<file path="src/rtl/serial_arith_pkg.sv">
// Shared types and defaults for the serial arithmetic blocks.
package serial_arith_pkg;

  typedef enum logic [1:0] {
    IDLE  = 2'd0,
    SHIFT = 2'd1,
    DONE  = 2'd2
  } state_e;

  localparam int unsigned SUB_WIDTH_DEFAULT = 32'd8;

endpackage

</file>
<file path="src/rtl/prim_full_subtractor.sv">
// Combinational one-bit full subtractor: diff = a - b - bor_in.
module prim_full_subtractor (
  input  logic a_in,
  input  logic b_in,
  input  logic bor_in,
  output logic diff_out,
  output logic bor_out
);

  assign diff_out = a_in ^ b_in ^ bor_in;
  assign bor_out  = (~a_in & b_in) | (~(a_in ^ b_in) & bor_in);

endmodule

</file>
<file path="src/rtl/serial_subtractor.sv">
// Bit-serial LSB-first subtractor (diff = a - b) with start/done handshake.
// Optional signed-overflow output ovf_out is enabled by defining SUB_OVERFLOW_EN.
module serial_subtractor
  import serial_arith_pkg::*;
#(
  parameter int unsigned WIDTH = SUB_WIDTH_DEFAULT
) (
  input  logic             clk_in,
  input  logic             rst_in,
  input  logic             start_in,
  input  logic [WIDTH-1:0] a_in,
  input  logic [WIDTH-1:0] b_in,
  output logic             busy_out,
  output logic             done_out,
  output logic [WIDTH-1:0] diff_out,
  output logic             borrow_out
`ifdef SUB_OVERFLOW_EN
  ,
  output logic             ovf_out
`endif
);

  localparam int unsigned      CNT_W    = $clog2(WIDTH + 32'd1);
  localparam logic [CNT_W-1:0] CNT_LAST = CNT_W'(WIDTH - 32'd1);

  state_e           state_r;
  state_e           state_next_s;
  logic [WIDTH-1:0] areg_r;
  logic [WIDTH-1:0] breg_r;
  logic [WIDTH-1:0] res_r;
  logic [WIDTH-1:0] res_next_s;
  logic [CNT_W-1:0] cnt_r;
  logic             bw_r;
  logic             cell_diff_s;
  logic             cell_bor_s;
`ifdef SUB_OVERFLOW_EN
  logic [1:0]       msb_r;
`endif

  prim_full_subtractor u_cell (
    .a_in     (areg_r[0]),
    .b_in     (breg_r[0]),
    .bor_in   (bw_r),
    .diff_out (cell_diff_s),
    .bor_out  (cell_bor_s)
  );

  // Next-state logic for the IDLE -> SHIFT -> DONE sequence.
  always_comb begin
    state_next_s = state_r;
    case (state_r)
      IDLE: begin
        if (start_in) state_next_s = SHIFT;
        else          state_next_s = IDLE;
      end
      SHIFT: begin
        if (cnt_r == CNT_LAST) state_next_s = DONE;
        else                   state_next_s = SHIFT;
      end
      DONE:    state_next_s = IDLE;
      default: state_next_s = IDLE;
    endcase
  end

  // Result register shifts right; the new difference bit enters at the MSB.
  always_comb begin
    res_next_s            = res_r >> 1;
    res_next_s[WIDTH-1]   = cell_diff_s;
  end

  // State register and registered busy flag.
  always_ff @(posedge clk_in) begin
    if (rst_in) begin
      state_r  <= IDLE;
      busy_out <= 1'b0;
    end else begin
      state_r  <= state_next_s;
      busy_out <= (state_next_s != IDLE);
    end
  end

  // Operand capture, serial datapath and result publication.
  always_ff @(posedge clk_in) begin
    if (rst_in) begin
      areg_r     <= '0;
      breg_r     <= '0;
      res_r      <= '0;
      cnt_r      <= '0;
      bw_r       <= 1'b0;
      done_out   <= 1'b0;
      diff_out   <= '0;
      borrow_out <= 1'b0;
`ifdef SUB_OVERFLOW_EN
      msb_r      <= 2'b00;
      ovf_out    <= 1'b0;
`endif
    end else begin
      case (state_r)
        IDLE: begin
          done_out <= 1'b0;
          if (start_in) begin
            areg_r <= a_in;
            breg_r <= b_in;
            bw_r   <= 1'b0;
            cnt_r  <= '0;
`ifdef SUB_OVERFLOW_EN
            msb_r  <= {a_in[WIDTH-1], b_in[WIDTH-1]};
`endif
          end
        end
        SHIFT: begin
          done_out <= 1'b0;
          areg_r   <= areg_r >> 1;
          breg_r   <= breg_r >> 1;
          res_r    <= res_next_s;
          bw_r     <= cell_bor_s;
          cnt_r    <= cnt_r + CNT_W'(1);
        end
        DONE: begin
          done_out   <= 1'b1;
          diff_out   <= res_r;
          borrow_out <= bw_r;
`ifdef SUB_OVERFLOW_EN
          // Overflow: operand signs differ and the result sign differs from a.
          ovf_out    <= (msb_r[1] != msb_r[0]) && (res_r[WIDTH-1] != msb_r[1]);
`endif
        end
        default: begin
          done_out <= 1'b0;
        end
      endcase
    end
  end

endmodule

</file>
<file path="config.mk">
export PLATFORM = sky130hd
export DESIGN_NAME = serial_subtractor
export DESIGN_NICKNAME = d
export VERILOG_FILES = /design/src/rtl/serial_arith_pkg.sv /design/src/rtl/prim_full_subtractor.sv /design/src/rtl/serial_subtractor.sv
export SDC_FILE = /design/constraint.sdc
export NUM_CORES = 1
export LEC_CHECK = 0
export BUFFER_PORTS_ARGS = -buffer_cell sky130_fd_sc_hd__buf_2
export CORE_MARGIN = 1
export CORE_UTILIZATION = 45
export CTS_CLUSTER_DIAMETER = 30
export DETAILED_ROUTE_END_ITERATION = 8
export GPL_TIMING_DRIVEN = 0
export PLACE_DENSITY = 0.7
export SLEW_MARGIN = 20
export SYNTH_ARGS = -nofsm -noshare
export SYNTH_HDL_FRONTEND = slang
export SYNTH_HIERARCHICAL = 1
export SYNTH_SLANG_ARGS = --single-unit
</file>
<file path="constraint.sdc">
create_clock -name clk_in -period 1.1 [get_ports clk_in]
set_input_delay 0.11 -clock clk_in [delete_from_list [all_inputs] [get_ports clk_in]]
set_output_delay 0.11 -clock clk_in [all_outputs]
set_load 0.005 [all_outputs]
</file>
After elaboration in Yosys (flattened, before gate mapping)
Index checks and enable logic that the tools add are counted.
{"block": "totals", "register_bits": 42, "latchBits": 0, "ram_bits": 0, "romBits": 0, "in_bits": 19, "out_inout_bits": 11, "mem_count": 0}
{"block": "op_classes", "addsub": 1, "n_mul": 0, "n_div": 0, "n_lt_le_gt_ge": 0, "n_eq_ne": 4, "shift": 0, "muxes": 12, "n_bitwise": 7, "n_reduce_logical": 4}
{"cell": "$pmux 8 s2", "n": 2}
{"cell": "$mux 8", "n": 2}
{"cell": "$pmux 4 s2", "n": 1}
{"cell": "$add 4x1->4 const B", "n": 1}
{"cell": "$eq 4x3->1 const B", "n": 1}
{"cell": "$mux 4", "n": 1}
{"cell": "$pmux 2 s2", "n": 1}
{"cell": "$reduce_bool 2->1", "n": 2}
{"cell": "$mux 1", "n": 3}
{"cell": "$and 1x1->1", "n": 2}
{"cell": "$eq 2x1->1 const B", "n": 1}
{"cell": "$eq 2x2->1 const B", "n": 1}
{"cell": "$logic_not 2->1", "n": 1}
{"cell": "$mux 2", "n": 1}
{"cell": "$ne 2x2->1 const B", "n": 1}
{"cell": "$not 1->1", "n": 2}
{"cell": "$pmux 1 s2", "n": 1}
{"cell": "$reduce_and 2->1", "n": 1}
{"cell": "$xor 1x1->1", "n": 2}
{"cell": "$or 1x1->1", "n": 1}

Longest topological paths before layout
Gate-level depths: netlist (run 1).
{"block": "depth", "depth_word": 5, "ltp_mapped": 5, "ltp_nobuf": 5}

By module
The synthesis (run 1) kept the hierarchy.
{"module": "serial_subtractor", "instances": 1, "cells_per_inst": 198, "area_per_inst_um2": 1704.1, "seq_area_each_um2": 840.8}
{"module": "prim_full_subtractor", "instances": 1, "cells_per_inst": 4, "area_per_inst_um2": 31.3, "seq_area_each_um2": 0.0}

Worst setup path before layout (run 1)
No wires, ideal clock.
{"block": "synth_timing", "kind": "reg-to-reg", "start": "register state_r[0]", "end": "register areg_r[1]", "setup_ps": 80, "t_arrival_ps": 1059, "required_ps": 1020, "slack_ps": -39, "stages_incl_launch_ff": 6, "synth_period_minus_slack_ps": 1139, "cell_sequence": "dfxtp_1 nor2b_1 buf_4 buf_12 a21oi_2 a211oi_2"}
{"block": "synth_via", "elab_chain_cells": 3, "word_cells_on_any_way": 6, "classes_between": "eq/ne: 2; mux: 1; reduce/logical: 3"}
{"item": "from (decl)", "line": "serial_subtractor.sv:26", "source": "state_e state_r;"}
{"item": "from (signal assigned)", "line": "serial_subtractor.sv:77", "source": "state_r <= state_next_s;"}
{"item": "$eq 2x1->1 / $logic_not 2->1 (equally long branches)", "line": "serial_subtractor.sv:98", "source": "case (state_r)"}
{"item": "$reduce_bool 2->1 (no line) / $ne 2x2->1 (equally long branches)"}
{"item": "$reduce_and 2->1 (no line)"}
{"item": "to (signal assigned)", "line": "serial_subtractor.sv:102", "source": "areg_r <= a_in;"}
{"item": "to (signal assigned)", "line": "serial_subtractor.sv:113", "source": "areg_r <= areg_r >> 1;"}
{"item": "to (decl)", "line": "serial_subtractor.sv:28", "source": "logic [WIDTH-1:0] areg_r;"}
Parallel ways exist; a longest one is shown, timed or not.
A chain may end at the register's enable or synchronous reset.

Final worst setup path (run 1)
{"block": "layout_timing", "start": "register state_r[0]", "end": "register areg_r[5]"}
Same word-level chain as after synthesis.

==> impl_summary.md, run 1 <==
Clock network
Clock latency on the worst-skew pair, taken at its later pin, is 0.30 ns. CTS built an H-tree with a depth of 2. Buffers inserted during clock tree synthesis total 5. After clock tree synthesis, the clock-pin slew on the worst setup and hold paths is 0.09 ns. The count of hold buffers inserted by post-cts repair is 0. No sink is reached through more buffers than the 2 on the longest clock path. The tree is rooted in a clkbuf_8. TritonCTS built the clock tree. The tree built by TritonCTS fans out to 42 sinks.

Power
The clock share of power is between 40% and 50%. Of the total power, the share spent switching nets is 22.9%. The share of total power dissipated in sequential elements is 45.3%. The analysis attributes to cell leakage a power of approximately 0.94 nW. The analysis attributes to net switching a power of about 0.82 mW. In this run the power density over the cells is 1550 mW/mm^2. Across the VDD grid, the largest voltage drop is 1340 uV. In this run, the combinational gates consume about an eighth of the power. Internal power comes to ~2.8 mW.

Detailed routing
The first routing iteration left ~80 violations. For this block, the via count after detailed routing is between 1,000 and 1,500. The detailed-route vias per instance is 5.06. The detailed-router iteration count before antenna repair is 4. The final layout contains routed wiring with a total length of 3740 um. In this run the remaining antenna-violating nets after routing total 0. The total DRC errors in the routed layout is 0. The wire length per cell after detailed routing is approximately 13 um.

STA
The count of final hold-check violations was 0. The clock tree skew after final layout is 0.00896 ns. The relative max-transition margin is 56.4%. Setup repair after global routing could not meet its margin everywhere.

Once routing completed, OpenROAD measured the worst setup slack at -0.0651 ns. After layout, the minimum clock period comes to around 1.2 ns. Setup total negative slack on the finished layout was measured at -0.597 ns. The maximum achievable frequency is 0.858 GHz. For the pin with the worst max-slew slack, the measured transition is 0.654 ns.

Setup violations remaining at the end of the flow were counted as 18. The worst hold slack across all endpoints is ~0.041 ns. Of the available clock period, the critical path in the final layout requires 106%. The count of pins over their slew limit came to 0.

Final layout
In the layout the commonest cells are 50 x nand2_1, 37 x dfxtp_1, 29 x buf_2. Leaving out fill and tap cells, the most frequent cell in the layout is nand2_1. The number of diodes is 0. The finished cells cover 0.00232 sq mm. The synthesis-to-finish area growth is 33.6%. The number of non-filler instances in the completed layout is 296.

The count of nets after finishing is 268. The post-route netlist has between 40 and 50% of its cells at a drive strength greater than 1. The final core utilization is between 60% and 70%.

Run status
The flow ran to the end, but the final reports show violations. The final reports fail on setup timing.

Placement
At the end of routability-driven placement, the weighted congestion stood at 0.722. The count of placed standard cells including taps is between 200 and 300. Buffers placed on the I/O ports in this run total 28. After detailed placement, the total cell area comes to around 0.002 sq mm. The HPWL after detailed placement is 2260 um.

Job
The number of max-capacitance violations reported is 0.

Logic synthesis
For this run, the leading register cell type out of synthesis is dfxtp_1. For this run, asynchronously set or reset flops after synthesis account for 0%. After synthesis the netlist holds a flip-flop and latch count of 42. The total number of yosys warnings is 6.

In this run, distinct cell masters in the synthesized netlist total 29. The synthesized netlist occupies a cell area of approximately 0.0017 sq mm. The synthesized netlist net count is 223. Counting flops with a built-in enable in the synthesized netlist gives 0.

The average instance in the mapped netlist occupies approximately 8.6 sq um. The sequential fraction of the synthesis area is 48.4%. Synthesis produced a netlist whose cell count is between 200 and 250.

Worst setup path
The data required time of the critical path is approximately 1.3 ns. Along the worst path, the maximum fanout reaches 6. For the worst flop-to-flop path, the logic depth is 5. The data arrival time of the worst path is 1.38 ns. In this run the worst setup path begins at state_r[0].

The startpoint identified for the worst register-to-register timing path is state_r[0]. The worst setup path category is reg -> reg. STA classifies the critical path startpoint as a register. The worst register-to-register path ends at areg_r[5].

Across all register-to-register paths, the minimum setup slack is -0.07 ns. The last element of the critical path is areg_r[5]. STA classifies the critical path endpoint as a register.

Floorplan
In this run the count of I/O pins placed on the die edge is 30. The total die area is 0.00411 sq mm. The region available for standard cell placement spans between 0.003 and 0.004 sq mm. The die is 64.1 um wide. The initial cell density of the core is between 40% and 50%. The vertical extent of the die is 64.1 um. After floorplanning, the core was divided into 22 placement rows.

Global route
The first global-routing pass estimated 6150 um of wire. Global routing finished with a remaining overflow of 0. Entering global routing, the biggest net connects 14 pins. Global routing used roughly a fifth of the available tracks across all layers.

The via count of the first global-routing pass is around 1,400. The number of antenna violations at the first check in global routing is 0.

Min path
The min-delay analysis places its worst path in the category in -> reg.
## sequential cells by signal, summed over array words and instances, names as in the netlist
| name | count |
|---|---|
| areg_r | 8 |
| breg_r | 8 |
| diff_out | 8 |
| res_r | 8 |
| cnt_r | 4 |
| state_r | 2 |
| borrow_out | 1 |
| busy_out | 1 |
| bw_r | 1 |
| done_out | 1 |
## worst min path at each step
stage | startpoint | endpoint | cells after the start
global route | b_in[6] | breg_r[6] | 3
finish | b_in[6] | breg_r[6] | 3
global placement | b_in[7] | breg_r[7] | 3
detailed placement | b_in[5] | breg_r[5] | 3
CTS | b_in[0] | breg_r[0] | 3
floorplan | b_in[0] | breg_r[0] | 2
## metrics by stage
stage          setup slack [ns]  power, mW
2_1_floorplan           0.00438       1.91
3_3_place_gp             -0.123       2.00
3_5_place_dp             -0.154       2.00
4_1_cts                 -0.0496       3.56
5_1_grt                  -0.111       3.73
6_report                -0.0651       3.60
## area by class of cell
class	instances	area, sq um
buffer	15	144
clock buffer	6	82.6
clock inverter	2	60.1
fill	352	1370
inverter	3	11.3
multi-input combinational	140	860
sequential	42	852
tap	48	60.1
timing repair buffer	40	249
## power groups by stage
stage                     clock [mW]  sequential [mW]  combinational [mW]
after floorplan                    0             1.65               0.254
after global placement             0             1.66               0.334
after detailed placement           0             1.66               0.338
after CTS                       1.53             1.63               0.396
after global routing            1.59             1.64               0.498
final                           1.51             1.63               0.453
## critical path: stages (launching register included)
cell and delay, ns:
dfxtp_4 0.39, nor2b_4 0.16, buf_6 0.15, clkbuf_16 0.15, a21oi_2 0.05, a211oi_2 0.19
## cells by family (layout without fill, tap and decap cells)
logic type / after synthesis / in the layout / synth area share (%)
buf+inv: 20 / 66 / 6.99
flops: 42 / 42 / 48.5
compound gates: 56 / 56 / 23.6
fa+ha+maj: 2 / 2 / 1.87
simple gates: 82 / 82 / 19.0
## synth_stat cells (2+ instances only)
cell type	n	share of area [%]
a21oi_2	7	3.5
a211oi_2	8	5.8
buf_4	5	2.2
clkbuf_1	6	1.3
dfxtp_1	42	48
a22oi_1	4	1.7
a21oi_1	25	7.2
buf_2	3	0.86
nor2_1	22	4.8
nand2b_1	2	0.72
nand2_1	50	11
nand3_1	2	0.58
a211oi_1	7	3.0
inv_1	3	0.65
nor2b_1	2	0.72
## timing repair
item                                   CTS  global route
gates resized for setup                 26            25
endpoints found under the hold margin    0             0
pin swaps                                9             6
cloned                                   2             2
buffers inserted                         4             4
setup endpoints to repair               38            37
## layer usage
layer	vias to the layer above	GRT usage [%]	wire, um
met5	-	0	0
met4	0	8.33	58
met3	5	5.89	227
met2	36	31.1	1710
met1	688	25.4	1750
li1	769	-	-
Note: power is estimated with default switching activity, not from simulation.
==> run 2, diff against run 1 <==
--- a/config.mk
+++ b/config.mk
@@ -7,11 +7,12 @@
 export LEC_CHECK = 0
 export BUFFER_PORTS_ARGS = -buffer_cell sky130_fd_sc_hd__buf_2
 export CORE_MARGIN = 1
-export CORE_UTILIZATION = 45
+export CORE_UTILIZATION = 49
 export CTS_CLUSTER_DIAMETER = 30
 export DETAILED_ROUTE_END_ITERATION = 8
 export GPL_TIMING_DRIVEN = 0
-export PLACE_DENSITY = 0.7
+export HOLD_SLACK_MARGIN = 0.15
+export PLACE_DENSITY = 0.75
 export SLEW_MARGIN = 20
 export SYNTH_ARGS = -nofsm -noshare
 export SYNTH_HDL_FRONTEND = slang
==> constraint.sdc (replaced) <==
create_clock -name clk_in -period 1 [get_ports clk_in]
set_input_delay 0.1 -clock clk_in [delete_from_list [all_inputs] [get_ports clk_in]]
set_output_delay 0.1 -clock clk_in [all_outputs]
set_load 0.005 [all_outputs]
==> run 2 against run 1 <==
  * The flow still finishes with violations (setup timing)
  * Fmax shrank 6.2%
  * Global-route usage grew 8.0 points
  * Routed wire length grew 34%
  * Clock power shrank 43%
  * Power shrank 6.5%
  * Via count grew 12%
  * Die area shrank 7.9%
  * Worst setup slack lost 0.18 ns
==> impl_summary.md, run 2 (same netlist as run 1, synthesis figures left out) <==
STA
For the pin with the worst max-slew slack, the measured transition is 0.710 ns. After layout, the minimum clock period comes to 1.24 ns. The worst pin sits at a relative slew slack of a little over half. Setup violations remaining at the end of the flow were counted as 41. The final critical path takes up 124% of the cycle. The worst hold slack across all endpoints is between 0.03 and 0.04 ns.

Setup repair after global routing could not meet its margin everywhere. The count of pins over their slew limit is 0. Clock skew on the completed layout was measured at 0.0158 ns. The minimum setup slack in the final design is -0.243 ns. The maximum achievable frequency is 0.805 GHz. The count of final hold-check violations is 0.

Placement
The standard cell area after detailed placement is 0.00196 sq mm. The congestion estimate from routability-driven global placement came to 0.757. The wire-length estimate of the detail-placed layout is 2320 um. At the placement stage, the worst setup path has a slack of -0.245 ns.

The number of input and output port buffers inserted is 28.

Floorplan
The count of pins on the block boundary is 30. The total core area is 0.00336 sq mm. The floorplan step defined a die boundary enclosing approximately 0.0038 sq mm. For this configuration, the core starts out at a cell density of 51.6%. The die is 61.5 um tall.

The number of rows in the core area is 21. From left edge to right edge, the die measures 61.5 um.

Run status
The checks that failed: setup timing. The flow ran to the end, but the final reports show violations.

Worst setup path
The critical path in this run is classified as reg -> reg. The critical path starts at state_r[1]. In this run the critical register-to-register path is launched from state_r[1]. STA classifies the critical path startpoint as a register.

The setup check on the worst reg-to-reg path leaves a slack of -0.24 ns. The category of the worst setup path capture point is a register. The depth of the most critical reg-to-reg path is 5. The worst flop-to-flop path endpoint is areg_r[3]. Along the worst path, the maximum fanout reaches 10. The data required time of the critical path is ~1.3 ns. The data arrival time of the worst path is ~1.5 ns.

Final layout
The final core utilization is 78.0%. Leaving out fill and tap cells, the most frequent cells in the layout are 49 x nand2_1, 36 x dfxtp_1, 28 x buf_2. Of the cells placed in the final design, the portion with a size suffix greater than 1 is 46.3%. The post-route standard cell area excluding fillers is 0.00262 sq mm. The area growth from synthesis to layout is 51.1%. After the last flow step, the layout net total stands at roughly 290. The repair_antennas step left the layout with diodes totalling 0. Leaving out fill and tap cells, the most frequent cell in the layout is nand2_1.

Detailed routing
After detailed routing, the average wire length per cell comes to 16.0 um. The total wirelength of the detailed-routed design is 5010 um. The post-route antenna net violation count is 0.

Across all layers, the routed design uses approximately 1,700 vias. The DRC violation total after the first TritonRoute iteration is approximately 130. The total DRC errors in the routed layout is 0. Using the TritonRoute via totals, the vias-per-cell ratio works out to approximately 5.3. The first TritonRoute pass finished after 4 iterations.

Global route
The via count of the first global-routing pass is 1,652. The overall routing resource usage is 27.8%. The aggregate global routing overflow is 0. Entering global routing, the biggest net connects 15 pins. The first global-routing pass estimated between 7000 and 8000 um of wire. The number of antenna violations at the first check in global routing is 0.

Clock network
The clock tree synthesis step divided the H-tree into 2 levels. The worst-skew pair later-pin latency is 0.37 ns. The buffer type at the clock tree root is clkbuf_4. TritonCTS built the clock tree.

The number of sinks driven by the clock tree is 42. In this run the deepest clock path goes through 2 buffers. The count of hold buffers inserted by post-cts repair is 16. The number of buffers inserted during clock tree synthesis is 5. After clock tree synthesis, the clock-pin slew on the worst setup and hold paths is around 0.14 ns.

Min path
The type of the worst min-delay path is in -> reg. The worst hold path begins at rst_in. The number of cells traversed by the worst hold path is 2. The hold path endpoint is busy_out.

Power
The total power per unit cell area is about 1300 mW/mm^2. The worst-case IR drop observed on VDD is 1000 uV. The cell leakage power is 1.03 nW.

Job
Max-cap violations in this run came to 0.
## run 2: worst max path at each step
| stage | endpoint | slack [ns] | cells after the start |
|---|---|---|---|
| 2_1_floorplan | cnt_r[3] | -0.1 | 4 |
| 3_3_place_gp | areg_r[6] | -0.24 | 5 |
| 3_5_place_dp | areg_r[6] | -0.25 | 5 |
| 4_1_cts | areg_r[3] | -0.19 | 5 |
| 5_1_grt | res_r[3] | -0.31 | 5 |
| 6_report | areg_r[3] | -0.24 | 5 |
## run 2: metal layers
layer | part of all wire [%] | wire length [um] | up-vias | GRT usage (%)
met5 | 0 | 0 | - | 0
met4 | 2.1 | 104 | 0 | 10.8
met3 | 3.6 | 180 | 12 | 6.30
met2 | 52 | 2610 | 36 | 49.6
met1 | 42 | 2120 | 821 | 32.2
li1 | - | - | 809 | -
## run 2: where the power goes
part	switching (mW)	internal [mW]
Sequential	0.0752	1.74
Clock	0.593	0.274
Combinational	0.328	0.351
## run 2: stage by stage
| stage | power, mW | setup TNS (ns) | std cells |
|---|---|---|---|
| finish | 3.36 | -6.80 | 314 |
| global placement | 2.21 | -5.23 | 276 |
| global route | 3.50 | -8.74 | 314 |
| floorplan | 2.11 | -0.950 | 202 |
| detailed placement | 2.22 | -6.04 | 276 |
| CTS | 3.26 | -5.33 | 313 |
## run 2: what timing repair did
item / CTS / global route
setup endpoints to repair: 41 / 42
gates cloned: 5 / 1
hold endpoints to repair: 18 / 1
buffers inserted: 9 / 2
pin swaps: 17 / 9
gates resized for setup: 59 / 27
## run 2: worst max-delay path, cell delays in order, from the launching register on
cell	delay [ns]
dfxtp_4	0.42
nand2b_1	0.14
buf_6	0.15
buf_8	0.13
nand2_1	0.07
a211oi_2	0.23
## run 2: area by class of cell
| type | instances | area [sq um] |
|---|---|---|
| buffer | 15 | 159 |
| clock buffer | 5 | 37.5 |
| clock inverter | 3 | 21.3 |
| fill | 236 | 741 |
| inverter | 3 | 11.3 |
| multi-input combinational | 140 | 1000 |
| sequential | 42 | 853 |
| tap | 46 | 57.6 |
| timing repair buffer | 60 | 479 |
==> run 3, diff against run 2 <==
--- a/config.mk
+++ b/config.mk
@@ -12,7 +12,9 @@
 export DETAILED_ROUTE_END_ITERATION = 8
 export GPL_TIMING_DRIVEN = 0
 export HOLD_SLACK_MARGIN = 0.15
+export MAX_ROUTING_LAYER = met4
 export PLACE_DENSITY = 0.75
+export SKIP_CTS_REPAIR_TIMING = 1
 export SLEW_MARGIN = 20
 export SYNTH_ARGS = -nofsm -noshare
 export SYNTH_HDL_FRONTEND = slang
==> run 3 against run 2 <==
  * The run still ends with setup timing left
  * Routed wire length down 17%
  * Global-route usage down 6.7 points
  * Cell area down 8.0%
  * Clock skew down 0.0071 ns
  * Hold slack worse by 0.0042 ns
  * Register-to-register slack better by 0.05 ns
  * Critical path type unchanged
  * Critical path depth unchanged
  * Sequential share of layout area up 2.8 points
==> impl_summary.md, run 3 (same netlist as run 1, synthesis figures left out) <==
STA
The maximum achievable frequency is 0.835 GHz. The share of the clock period used by the worst path is 120%. The final setup violation count is 40. On the final layout, the worst clock skew is 0.00868 ns.

The count of final hold-check violations is 0. Setup repair after global routing could not meet its margin everywhere. The routed design could run at a clock period as short as 1.20 ns. The count of pins over their slew limit is 0.

The minimum setup slack in the final design is -0.197 ns. The transition time at the pin with the least slew margin is roughly 0.64 ns. Headroom to the max-slew limit came out at 57.3%.

Clock network
The clock slew seen by the registers of the worst setup and hold paths is 0.13 ns. The number of buffers inserted during clock tree synthesis is 5. The root buffer cell chosen for the clock tree is clkbuf_4. TritonCTS built the clock tree. No sink is reached through more buffers than the 2 on the longest clock path.

The clock reaches the later pin of the worst-skew pair after 0.35 ns. The depth of the CTS H-tree is 2. For this design, the sink count on the clock tree is between 40 and 50.

Worst setup path
In this run the critical register-to-register path is captured at areg_r[6]. The data required time of the critical path is 1.22 ns. Tracing the worst setup path back leads to its startpoint at state_r[0]. The startpoint identified for the worst register-to-register timing path is state_r[0].

Setup slack on the worst reg-to-reg path comes out at -0.20 ns. The worst setup path category is reg -> reg. Data arrives at the worst endpoint at 1.42 ns.

The maximum fanout count along the critical path is 8. The category of the worst setup path capture point is a register. Measured in cells, the most critical reg-to-reg path has a length of 5. The startpoint type of the worst setup path is a register.

Power
Net switching is between 20 and 30% of the power. The worst voltage drop across the vdd grid is 1070 uV. The relative contribution of sequential cells to total power is 56.2%. The share of total power dissipated in combinational logic is 17.4%. The internal power is 2.30 mW. The switching power total is 0.904 mW. The design draws 3.21 mW. The clock share of power is 26.4%.

The cell leakage power is around 0.96 nW. Dividing total power by cell area gives a power density of roughly 1300 mW/mm^2.

Min path
The hold path endpoint is busy_out. The worst hold path passes through 2 cells. The worst hold path belongs to the class in -> reg. The worst hold path begins at rst_in.

Placement
The HPWL after detailed placement is 2320 um. The placement-stage worst setup slack is -0.245 ns. The final weighted congestion in routability-driven placement is roughly 0.77. The number of input and output port buffers inserted is 28. In this run the cell area measured after placement is approximately 0.0020 sq mm.

Detailed routing
The routed design has 4180 um of wire. The pre-antenna-repair detailed-routing pass consisted of 4 iterations. For this block, the initial DRC count from the detailed router was 65. In the routed design, unresolved DRC markers number 0. After detailed routing, the average wire length per cell comes to 13.7 um. The total vias in the final route is 1,581. The detailed-route vias per instance is 5.18.

The count of nets left with antenna violations once routing finished came out at 0.

Final layout
The number of diodes is 0. Leaving out fill and tap cells, the most frequent cell in the layout is nand2_1. The library cells used most frequently in the layout, excluding fill and tap cells, are 50 x nand2_1, 36 x dfxtp_1, 29 x buf_2. The share of final-layout standard cells stronger than drive strength 1 is between 30% and 40%. In the final layout, flip-flops and latches occupy roughly 850 sq um. The count of nets after finishing is 279. After filler insertion, the fill cell instance count of the layout stands at 273. Summing all multi-input logic gate instances after layout gives 893 sq um. The post-route standard cell area excluding fillers is 0.00241 sq mm.

The synthesis-to-finish area growth is 39.0%.

Global route
The number of antenna violations at the first check in global routing is 0. The overall routing resource usage is 21.1%. The first global-routing pass estimated about 5600 um of wire. The largest net degree at the start of global routing is 15. The aggregate global routing overflow is 0. The via count of the first global-routing pass is ~1,300.

Run status
The flow ran to the end, but the final reports show violations. The checks that failed: setup timing.

Floorplan
The total die area is 0.00378 sq mm. The number of rows in the core area is 21. The die boundary width is 61.5 um.

The vertical extent of the die is 61.5 um. The count of pins on the block boundary is 30. After floorplanning, the core was sized to cover about 0.0034 sq mm. For this configuration, the core starts out at a cell density of about half.

Job
Across the run, the number of max-cap violations was 0.
==> run 3: area by class of cell <==
| cell class | count | area share (%) |
|---|---|---|
| multi-input cells | 140 | 37.0 |
| flip-flops and latches | 42 | 35.4 |
| repair buffers | 50 | 15.7 |
| plain buffers | 16 | 6.64 |
| well taps | 46 | 2.39 |
| clock buffers | 5 | 1.56 |
| clock inverters | 3 | 0.882 |
| inverters | 3 | 0.467 |
==> run 3: worst max-delay path by stage <==
stage / endpoint / slack [ns]
after global routing: areg_r[1] / -0.26
after CTS: areg_r[6] / -0.29
after detailed placement: areg_r[6] / -0.25
after global placement: areg_r[6] / -0.24
after floorplan: cnt_r[3] / -0.1
final: areg_r[6] / -0.20
==> run 3: power groups by stage <==
stage	Sequential [mW]	Combinational, mW	Clock [mW]
6_report	1.80	0.557	0.848
3_3_place_gp	1.83	0.379	0
5_1_grt	1.81	0.605	0.945
3_5_place_dp	1.83	0.386	0
2_1_floorplan	1.82	0.292	0
4_1_cts	1.80	0.387	0.863
==> run 3: routing by layer <==
| metal | up-vias | wire (um) | track usage (%) |
|---|---|---|---|
| li1 | 799 | - | - |
| met1 | 744 | 1880 | 26.6 |
| met2 | 30 | 2110 | 32.0 |
| met3 | 8 | 134 | 6.51 |
| met4 | 0 | 46 | 7.62 |
| met5 | - | 0 | - |
==> run 3: worst max-delay path, cell delays in order (launching register included) <==
cell,delay (ns)
dfxtp_4,0.40
o21ba_4,0.22
buf_8,0.13
clkbuf_16,0.16
nor2_2,0.09
a211oi_2,0.05
==> run 3: through the flow <==
stage	hold WS, ns	instances	utilization [%]	TNS (ns)
after floorplan	0.233	202	-	-0.950
after global placement	0.342	276	58.4	-5.23
after detailed placement	0.348	276	58.4	-6.04
after CTS	-0.0322	284	60.2	-7.56
after global routing	0.0216	305	71.7	-8.32
final	0.0267	305	71.7	-5.08
